**src/rtl/qtcore_scan_pkg.sv**
```systemverilog
// Shared definitions for the qtcore scan-chain loader: chain geometry,
// FSM state encoding and counter sizing.
package qtcore_scan_pkg;

    localparam int SCAN_CHAIN_BITS = 160;

    typedef enum logic [2:0] {
        IDLE,
        LOAD,
        SHIFT,
        EMIT,
        SETTLE
    } state_t;

    // Width of a counter that has to hold the values 0 .. n-1.
    function automatic int cnt_width(input int n);
        return (n > 1) ? $clog2(n) : 1;
    endfunction

    localparam int SCAN_BYTE_CNT_W = cnt_width(SCAN_CHAIN_BITS / 8);

endpackage

```
**src/rtl/qtcore_scan_loader_shifter.sv**
```systemverilog
// Byte-wide shifter: parallel load / MSB-first serial out, serial in /
// parallel out, with a bit counter that flags the eighth shift.
module scan_byte_shifter (
    input  logic       clk_in,
    input  logic       rst_n_in,
    input  logic       i_load,
    input  logic [7:0] i_data,
    input  logic       i_shift,
    input  logic       i_sin,
    output logic [7:0] o_data,
    output logic       o_sout,
    output logic       o_last
);

    logic [7:0] r_byte;
    logic [2:0] r_bit_cnt;

    always_ff @(posedge clk_in) begin
        if (!rst_n_in) begin
            r_byte    <= '0;
            r_bit_cnt <= '0;
        end else if (i_load) begin
            r_byte    <= i_data;
            r_bit_cnt <= '0;
        end else if (i_shift) begin
            r_byte    <= {r_byte[6:0], i_sin};
            r_bit_cnt <= r_bit_cnt + 3'd1;
        end
    end

    assign o_data = r_byte;
    assign o_sout = r_byte[7];
    assign o_last = (r_bit_cnt == 3'd7);

endmodule

```
**src/rtl/qtcore_scan_loader.sv**
```systemverilog
// Byte-stream front end for the qtcore scan chain: each frame shifts a new
// image in, returns the old chain contents and holds the processor meanwhile.
module qtcore_scan_loader
    import qtcore_scan_pkg::*;
#(
    parameter int CHAIN_BITS    = SCAN_CHAIN_BITS,
    parameter int SETTLE_CYCLES = 1
) (
    input  logic       clk_in,
    input  logic       rst_n_in,
    input  logic       start_in,
    input  logic [7:0] in_data,
    input  logic       in_valid,
    output logic       in_ready,
    output logic [7:0] out_data,
    output logic       out_valid,
    input  logic       out_ready,
    output logic       scan_enable_out,
    output logic       scan_shift_out,
    output logic       scan_data_out,
    input  logic       scan_data_in,
    output logic       busy_out,
    output logic       done_out,
    output logic       proc_hold_out
);

    localparam int N_BYTES    = CHAIN_BITS / 8;
    localparam int BYTE_CNT_W = cnt_width(N_BYTES);
    localparam int SETTLE_W   = cnt_width(SETTLE_CYCLES);

    localparam logic [BYTE_CNT_W-1:0] LAST_BYTE   = BYTE_CNT_W'(N_BYTES - 1);
    localparam logic [BYTE_CNT_W-1:0] BYTE_ONE    = BYTE_CNT_W'(1);
    localparam logic [SETTLE_W-1:0]   SETTLE_LAST = SETTLE_W'(SETTLE_CYCLES - 1);
    localparam logic [SETTLE_W-1:0]   SETTLE_ONE  = SETTLE_W'(1);

    if ((CHAIN_BITS % 8) != 0 || CHAIN_BITS < 8) begin : g_bad_chain
        $error("qtcore_scan_loader: CHAIN_BITS must be a positive multiple of 8");
    end
    if (SETTLE_CYCLES < 1) begin : g_bad_settle
        $error("qtcore_scan_loader: SETTLE_CYCLES must be at least 1");
    end

    state_t                r_state;
    state_t                w_state_nxt;
    logic [BYTE_CNT_W-1:0] r_byte_cnt;
    logic [SETTLE_W-1:0]   r_settle_cnt;

    logic w_load;
    logic w_shift;
    logic w_out_hs;
    logic w_last_bit;
    logic w_sout;
    logic [7:0] w_byte;

    logic w_in_ready;
    logic w_scan_en;
    logic w_shift_stb;
    logic w_out_valid;
    logic w_busy;
    logic w_done;

    assign w_load   = (r_state == LOAD) && in_valid && in_ready;
    assign w_shift  = (r_state == SHIFT);
    assign w_out_hs = (r_state == EMIT) && out_valid && out_ready;

    // The chain shifts on the same edge that samples scan_data_in, so the
    // captured bit is the tail value present during the strobe cycle.
    scan_byte_shifter u_shifter (
        .clk_in   (clk_in),
        .rst_n_in (rst_n_in),
        .i_load   (w_load),
        .i_data   (in_data),
        .i_shift  (w_shift),
        .i_sin    (scan_data_in),
        .o_data   (w_byte),
        .o_sout   (w_sout),
        .o_last   (w_last_bit)
    );

    assign out_data      = w_byte;
    assign scan_data_out = w_sout;

    always_comb begin
        w_state_nxt = r_state;
        unique case (r_state)
            IDLE:    if (start_in)   w_state_nxt = LOAD;
            LOAD:    if (w_load)     w_state_nxt = SHIFT;
            SHIFT:   if (w_last_bit) w_state_nxt = EMIT;
            EMIT:    if (w_out_hs)   w_state_nxt = (r_byte_cnt == LAST_BYTE) ? SETTLE : LOAD;
            SETTLE:  if (r_settle_cnt == SETTLE_LAST) w_state_nxt = IDLE;
            default: w_state_nxt = IDLE;
        endcase
    end

    // Outputs are decoded from the next state and registered, so each one
    // changes on the same edge as the state it describes.
    always_comb begin
        w_in_ready  = (w_state_nxt == LOAD);
        w_scan_en   = (w_state_nxt != IDLE);
        w_shift_stb = (w_state_nxt == SHIFT);
        w_out_valid = (w_state_nxt == EMIT);
        w_busy      = (w_state_nxt != IDLE);
        w_done      = (r_state == SETTLE) && (w_state_nxt == IDLE);
    end

    always_ff @(posedge clk_in) begin
        if (!rst_n_in) begin
            r_state         <= IDLE;
            in_ready        <= 1'b0;
            scan_enable_out <= 1'b0;
            scan_shift_out  <= 1'b0;
            out_valid       <= 1'b0;
            busy_out        <= 1'b0;
            proc_hold_out   <= 1'b0;
            done_out        <= 1'b0;
        end else begin
            r_state         <= w_state_nxt;
            in_ready        <= w_in_ready;
            scan_enable_out <= w_scan_en;
            scan_shift_out  <= w_shift_stb;
            out_valid       <= w_out_valid;
            busy_out        <= w_busy;
            proc_hold_out   <= w_busy;
            done_out        <= w_done;
        end
    end

    always_ff @(posedge clk_in) begin
        if (!rst_n_in) begin
            r_byte_cnt   <= '0;
            r_settle_cnt <= '0;
        end else begin
            if (r_state == IDLE) begin
                r_byte_cnt <= '0;
            end else if (w_out_hs && (r_byte_cnt != LAST_BYTE)) begin
                r_byte_cnt <= r_byte_cnt + BYTE_ONE;
            end
            if (r_state == SETTLE) begin
                r_settle_cnt <= r_settle_cnt + SETTLE_ONE;
            end else begin
                r_settle_cnt <= '0;
            end
        end
    end

endmodule

```
**config.mk**
```make
export PLATFORM = sky130hd
export DESIGN_NAME = qtcore_scan_loader
export DESIGN_NICKNAME = d
export VERILOG_FILES = /design/src/rtl/qtcore_scan_pkg.sv /design/src/rtl/qtcore_scan_loader_shifter.sv /design/src/rtl/qtcore_scan_loader.sv
export SDC_FILE = /design/constraint.sdc
export NUM_CORES = 1
export LEC_CHECK = 0
export BUFFER_PORTS_ARGS = -buffer_cell sky130_fd_sc_hd__buf_2
export CORE_MARGIN = 1.5
export CORE_UTILIZATION = 47
export DETAILED_ROUTE_END_ITERATION = 8
export GPL_TIMING_DRIVEN = 1
export PLACE_DENSITY = 0.84
export SLEW_MARGIN = 20
export SYNTH_ARGS = -nofsm -noshare
export SYNTH_HDL_FRONTEND = slang
export SYNTH_SLANG_ARGS = --single-unit
```
**constraint.sdc**
```tcl
create_clock -name clk_in -period 1.55 [get_ports clk_in]
set_clock_uncertainty 0.1 [all_clocks]
set_input_delay 0.31 -clock clk_in [delete_from_list [all_inputs] [get_ports clk_in]]
set_output_delay 0.31 -clock clk_in [all_outputs]
set_load 0.05 [all_outputs]
```
==> qor.yml, run 1 <==
port_buffers: 29
core_um2: 2480
clock-sinks: 25
hold_slack_ps: 170
io-pin-count: 30
fillers: 215
final_antenna_net_count: 0
wl_met1_mm: 1.37
critPathKind: "reg -> reg"
r2r_cells: 4
syn_avg_cell_area_um2: 8.92
routed_wl_mm: 3.04
yosys.area.top_type_share: 0.404
drive_above_1_share: 0.410
ys_seq_area_frac: 0.404
violations: "setup timing"
layout_common_cells: "buf_2 (29), nand2_1 (25), buf_4 (18), dfxtp_1 (17), dfxtp_2 (8)"
fmax_ghz: 0.634
relSlewSlack: 0.631
grt_pass1_wl_mm: 4.80
antenna_found_initial: 0
min_period_over_period: 1.02
grt_overflow: 0
yosysTopAreaCell: "dfxtp_1"
wl_met3_um: 100
layout.area.seq_um2: 510
path_clk_slew_ps: 130
rsz0062_at_grt: "yes"
ys_types: 43
ir_drop_mv: 0.590
cts_hold_buffers: 0
multiInputGateArea_um2: 719
hpwl_mm: 2.27
hold_path_depth: 3
r2r-end: "r_byte_cnt[0]"
grt_usage: 0.219
dp.cells: 204
p_per_area_nw_per_um2: 759
avgRoutedWirePerCell_um: 14.6
via_per_inst: 5.71
finalHoldViolations: 0
drtIter0Drc: 13
min-delay-start: "scan_data_in"
clockRootBuffer: "clkbuf_4"
fp.dieArea_um2: 2960
slowest_stage: "or4_1"
ys_seq_elements: 25
die_y_um: 54.4
synth_warnings: 0
cts_buffers: 3
syn_area_um2: 1240
tightest_slew_ps: 551
status: "complete, but fails checks"
whs_endpoint: "u_shifter.o_data[0]"
min_period_ps: 1580
final_common_cell: "buf_2"
cp_data_required_time_ps: 1690
critPathCaptureType: "register"
grt_max_degree: 15
row_count: 18
start_kind: "register"
cpPeakStageDelay_ps: 530
drc: 0
gp_congestion: 0.817
firstDrtPassIters: 4
clk_latency_ps: 310
clockBufferDepth: 2
stdcell_count: 208
fin_ws_ps: -27.9
postSynthCellCount: 139
grt_pass1_vias: 1164
wl_met2_mm: 1.56
p_leak_nw: 0.616
htreeDepth: 1
top_layer: "met4"
syn_to_final_growth_pct: 27.6
cp.arrival_ps: 1720
hold_path.class: "in -> reg"
worstPathMaxFanout: 4
r2r_start: "r_byte_cnt[1]"
r2r_setup_slack_ps: -30
nets: 196
finalMaxSlewViolations: 0
diodes: 0
die_x_um: 54.4
cts_tree: "yes"
cap_violations: 0
crit_chain: "ha_4, and4bb_2, or4_1, a21oi_2"
synth_area_leaders: "dfxtp_1 (40%), nand2_1 (7.6%), a311oi_1 (4.2%)"
syn_nets: 156
initial_core_util: 0.501
setup_viol: 2
route.vias.total: 1187
[worst max-delay path by stage]
| stage | startpoint | endpoint | slack [ps] | depth (start not counted) |
|---|---|---|---|---|
| floorplan | r_byte_cnt[1] | out_valid | -40 | 4 |
| global placement | r_byte_cnt[1] | out_valid | -30 | 4 |
| detailed placement | r_byte_cnt[1] | out_valid | -100 | 4 |
| CTS | r_byte_cnt[1] | out_valid | -10 | 4 |
| global route | r_byte_cnt[1] | r_byte_cnt[0] | -70 | 4 |
| finish | r_byte_cnt[1] | r_byte_cnt[0] | -30 | 4 |
[state kept, by name, indices dropped and copies added (netlist names)]
register,flops
r_byte_cnt,5
r_settle_cnt,1
u_shifter.r_bit_cnt,3
r_state,3
u_shifter.o_data,8
out_valid,1
proc_hold_out,1
done_out,1
scan_shift_out,1
in_ready,1
[worst max-delay path: cells and delay by family (launching register included)]
family | cells | cell delay [ps]
fa+ha+maj | 1 | 150
simple gates | 2 | 780
compound gates | 1 | 130
flops | 1 | 360
[synth_stat cells]
| library cell | number |
|---|---|
| o21ai_0 | 2 |
| a31oi_1 | 1 |
| and4_1 | 1 |
| nor4_1 | 2 |
| xnor2_1 | 1 |
| buf_2 | 4 |
| and3_1 | 1 |
| and3_4 | 1 |
| buf_4 | 3 |
| nand4b_1 | 1 |
| mux2i_1 | 3 |
| nand4bb_1 | 2 |
| a2111oi_2 | 1 |
| o211ai_1 | 1 |
| or4_1 | 1 |
| o31a_1 | 1 |
| o31ai_1 | 3 |
| a211oi_1 | 2 |
| a41oi_1 | 1 |
| o311ai_1 | 1 |
| a211o_1 | 2 |
| ha_1 | 3 |
| nor2b_1 | 1 |
| inv_1 | 2 |
| buf_6 | 2 |
| dfxtp_1 | 25 |
| nor3_1 | 7 |
| and4bb_1 | 1 |
| nand2b_1 | 4 |
| o22ai_1 | 2 |
| nor2_1 | 3 |
| nand2_1 | 25 |
| or3b_2 | 1 |
| nor3b_2 | 1 |
| or2_2 | 1 |
| a311oi_1 | 6 |
| a21boi_0 | 1 |
| clkbuf_1 | 3 |
| a32oi_1 | 2 |
| nand3_1 | 3 |
| nand4_1 | 2 |
| a21oi_1 | 7 |
| nor4b_1 | 2 |
[routing by layer]
metal  GRT usage  vias to the layer above
met2       0.398                       31
met1       0.265                      554
met3      0.0328                        2
li1            -                      600
met5           0                        -
met4      0.0625                        0
[logic make-up after synthesis]
logic type	share of synthesized area
xor gates and xnor gates	0.00706
AOI/OAI and AO/OA	0.198
and+or+nand+nor	0.269
muxes	0.0242
buffers and inverters	0.0676
adders and majority gates	0.0303
DFF	0.404
[stage by stage]
stage                     area, um2  total power, mW  setup TNS [ps]  worst slack (ps)   util
after CTS                      1520             1.20           -23.1             -14.1  0.614
after global routing           1580             1.26            -199             -73.9  0.639
after global placement         1490            0.910           -28.2             -28.2  0.600
after detailed placement       1490            0.917            -234              -100  0.600
after floorplan                1240            0.858           -42.4             -42.4      -
final                          1580             1.20           -55.7             -27.9  0.639
[power by group]
| part | total [mW] | switching (mW) | internal (mW) |
|---|---|---|---|
| clock network | 0.288 | 0.192 | 0.0961 |
| logic | 0.230 | 0.158 | 0.0722 |
| registers | 0.684 | 0.0197 | 0.664 |
[timing repair]
action | in CTS | in global routing
gates resized for setup | 5 | 12
setup buffers | 0 | 0
pin swaps | 3 | 2
endpoints found under the setup margin | 10 | 8
hold endpoints to repair | 0 | 0
[layout make-up]
class                   instances  share of cell area
clock buffers                   3              0.0142
clock inverters                 1             0.00316
inverters                       2             0.00474
multi-input cells             100               0.455
flip-flops and latches         25               0.323
well taps                      30              0.0237
repair buffers                 47               0.177
Note: power is estimated with default switching activity, not from simulation.
==> run 2: changes to the inputs <==
--- a/config.mk
+++ b/config.mk
@@ -5,9 +5,10 @@
 export SDC_FILE = /design/constraint.sdc
 export NUM_CORES = 1
 export LEC_CHECK = 0
+export ABC_AREA = 1
 export BUFFER_PORTS_ARGS = -buffer_cell sky130_fd_sc_hd__buf_2
 export CORE_MARGIN = 1.5
-export CORE_UTILIZATION = 47
+export CORE_UTILIZATION = 46
 export DETAILED_ROUTE_END_ITERATION = 8
 export GPL_TIMING_DRIVEN = 1
 export PLACE_DENSITY = 0.84
==> qor.yml, run 2 <==
ys_seq_elements: 25
gp_congestion: 0.829
layout.area.seq_um2: 500
antenna_found_initial: 0
r2r_start: "r_state[2]"
cap_violations: 0
place_area_um2: 1320
core_um2: 2300
final_antenna_net_count: 0
r2r_setup_slack_ps: 130
fillers: 205
min_period_ps: 1420
p_sw_mw: 0.351
largest_register_ffs: 8
port_buffers: 29
synth_common_cells: "nand2_1 (39), dfxtp_1 (25), a21oi_1 (12), nor2_1 (12), nand3_1 (10)"
switching_share: 0.299
firstDrtPassIters: 5
synthArstFlopShare: 0
multiInputGateArea_um2: 571
diodes: 0
dp.cells: 205
hpwl_mm: 1.81
syn_avg_cell_area_um2: 7.72
internal_power_mw: 0.824
finalHoldViolations: 0
syn_to_final_growth_pct: 17.6
fp.dieArea_um2: 2830
stdcell_count: 209
cts_buffers: 3
clockRootBuffer: "clkbuf_4"
yosysTopAreaCell: "dfxtp_1"
tightest_slew_ps: 312
r2r-end: "scan_shift_out"
hold_path.class: "in -> reg"
p_comb_frac: 0.183
clockPowerShare: 0.242
synth_warnings: 0
ys_seq_area_frac: 0.432
drtIter0Drc: 27
synth_edf_count: 0
status: "finished, final reports clean"
htreeDepth: 1
die_y_um: 53.2
clock-sinks: 25
die_x_um: 53.2
cp.arrival_ps: 1570
rsz0062_at_grt: "no"
fin_area_um2: 1360
final_common_cell: "nand2_1"
clk_latency_ps: 310
min_period_over_period: 0.916
critPathCaptureType: "register"
route.vias.total: 1081
routed_wl_mm: 2.34
synth_most_common_cell: "nand2_1"
worstPathMaxFanout: 15
cts_tree: "yes"
grt_overflow: 0
start_kind: "register"
initial_core_util: 0.504
path_clk_slew_ps: 130
drc: 0
synth_area_leaders: "dfxtp_1 (43%), nand2_1 (13%), a21oi_1 (5.2%)"
finalMaxSlewViolations: 0
row_count: 17
fin_ws_ps: 130
critPathLaunch: "r_state[2]"
drive_above_1_share: 0.298
dp_slack_ps: 44.1
yosys.area.top_type_share: 0.432
avgRoutedWirePerCell_um: 11.2
r2r_cells: 5
grt_usage: 0.191
ys_types: 27
setup_viol: 0
ys.flop_type: "dfxtp_1"
grt_pass1_wl_mm: 3.96
ir_drop_mv: 0.613
layout_common_cells: "nand2_1 (39), buf_2 (29), dfxtp_1 (25), a21oi_1 (12), nor2_1 (11)"
relSlewSlack: 0.791
endpoint: "scan_shift_out"
syn_nets: 167
seqPwrFrac: 0.575
postSynthCellCount: 150
grt_pass1_vias: 1016
grt_max_degree: 16
syn_area_um2: 1160
hold_slack_ps: 146
fmax_ghz: 0.704
p_leak_nw: 0.606
cp_data_required_time_ps: 1700
p_total_mw: 1.18
critPathKind: "reg -> reg"
p_per_area_nw_per_um2: 863
clockBufferDepth: 2
nets: 199
final_util: 0.593
via_per_inst: 5.17
io-pin-count: 30
tns_ps: 0
==> run 2: cell count changes in the layout (fill, tap and decap cells not counted), moves of 7 or more <==
cell | previous run | this run
dfxtp_1 | 17 | 25
dfxtp_2 | 8 | 0
nand3_1 | 3 | 10
nor2_1 | 2 | 11
inv_1 | 2 | 9
nand2_1 | 25 | 39
buf_4 | 18 | 5
==> run 2: final cells by class <==
class                   count  share of cell area
repair buffers             34               0.134
well taps                  28              0.0257
inverters                  12              0.0340
flip-flops and latches     25               0.368
multi-input cells         106               0.419
clock buffers               4              0.0193
==> run 2: worst max-delay path: stages (launching register included) <==
cell and delay (ps):
dfxtp_1 390, nor2_1 250, nand3_4 230, nand3_2 150, nand2_1 120, nor3_2 110
==> run 2: timing repair <==
item,in CTS,in global routing
resized for setup,0,4
buffers inserted,0,0
hold buffers,0,0
endpoints found under the setup margin,0,9
==> run 2: metal layers <==
layer	GRT usage	vias up	share of wire
li1	-	550	-
met1	0.218	489	0.44
met2	0.352	35	0.50
met3	0.0254	7	0.042
met4	0.0769	0	0.019
met5	0	-	0
==> run 2: power by group through the flow <==
stage	sequential [mW]	clock [mW]	combinational [mW]
finish	0.676	0.284	0.215
global route	0.679	0.312	0.232
CTS	0.676	0.290	0.211
detailed placement	0.689	0	0.210
global placement	0.689	0	0.205
floorplan	0.743	0	0.108
==> run 2: cell families after synthesis <==
kind of cell               Yosys count  synth area share
and+or+nand+nor                     73             0.285
AOI/OAI and AO/OA                   28             0.145
DFF                                 25             0.432
buffers and inverters               19            0.0897
adders and majority gates            3            0.0324
xor gates and xnor gates             2            0.0151
==> run 2: worst min-delay path by stage <==
stage	from	endpoint	slack, ps	depth (start not counted)
finish	scan_data_in	u_shifter.o_data[0]	150	3
global route	scan_data_in	u_shifter.o_data[0]	150	3
detailed placement	r_settle_cnt	r_settle_cnt	340	1
global placement	r_settle_cnt	r_settle_cnt	330	1
floorplan	r_settle_cnt	done_out	310	1
CTS	scan_data_in	u_shifter.o_data[0]	150	3
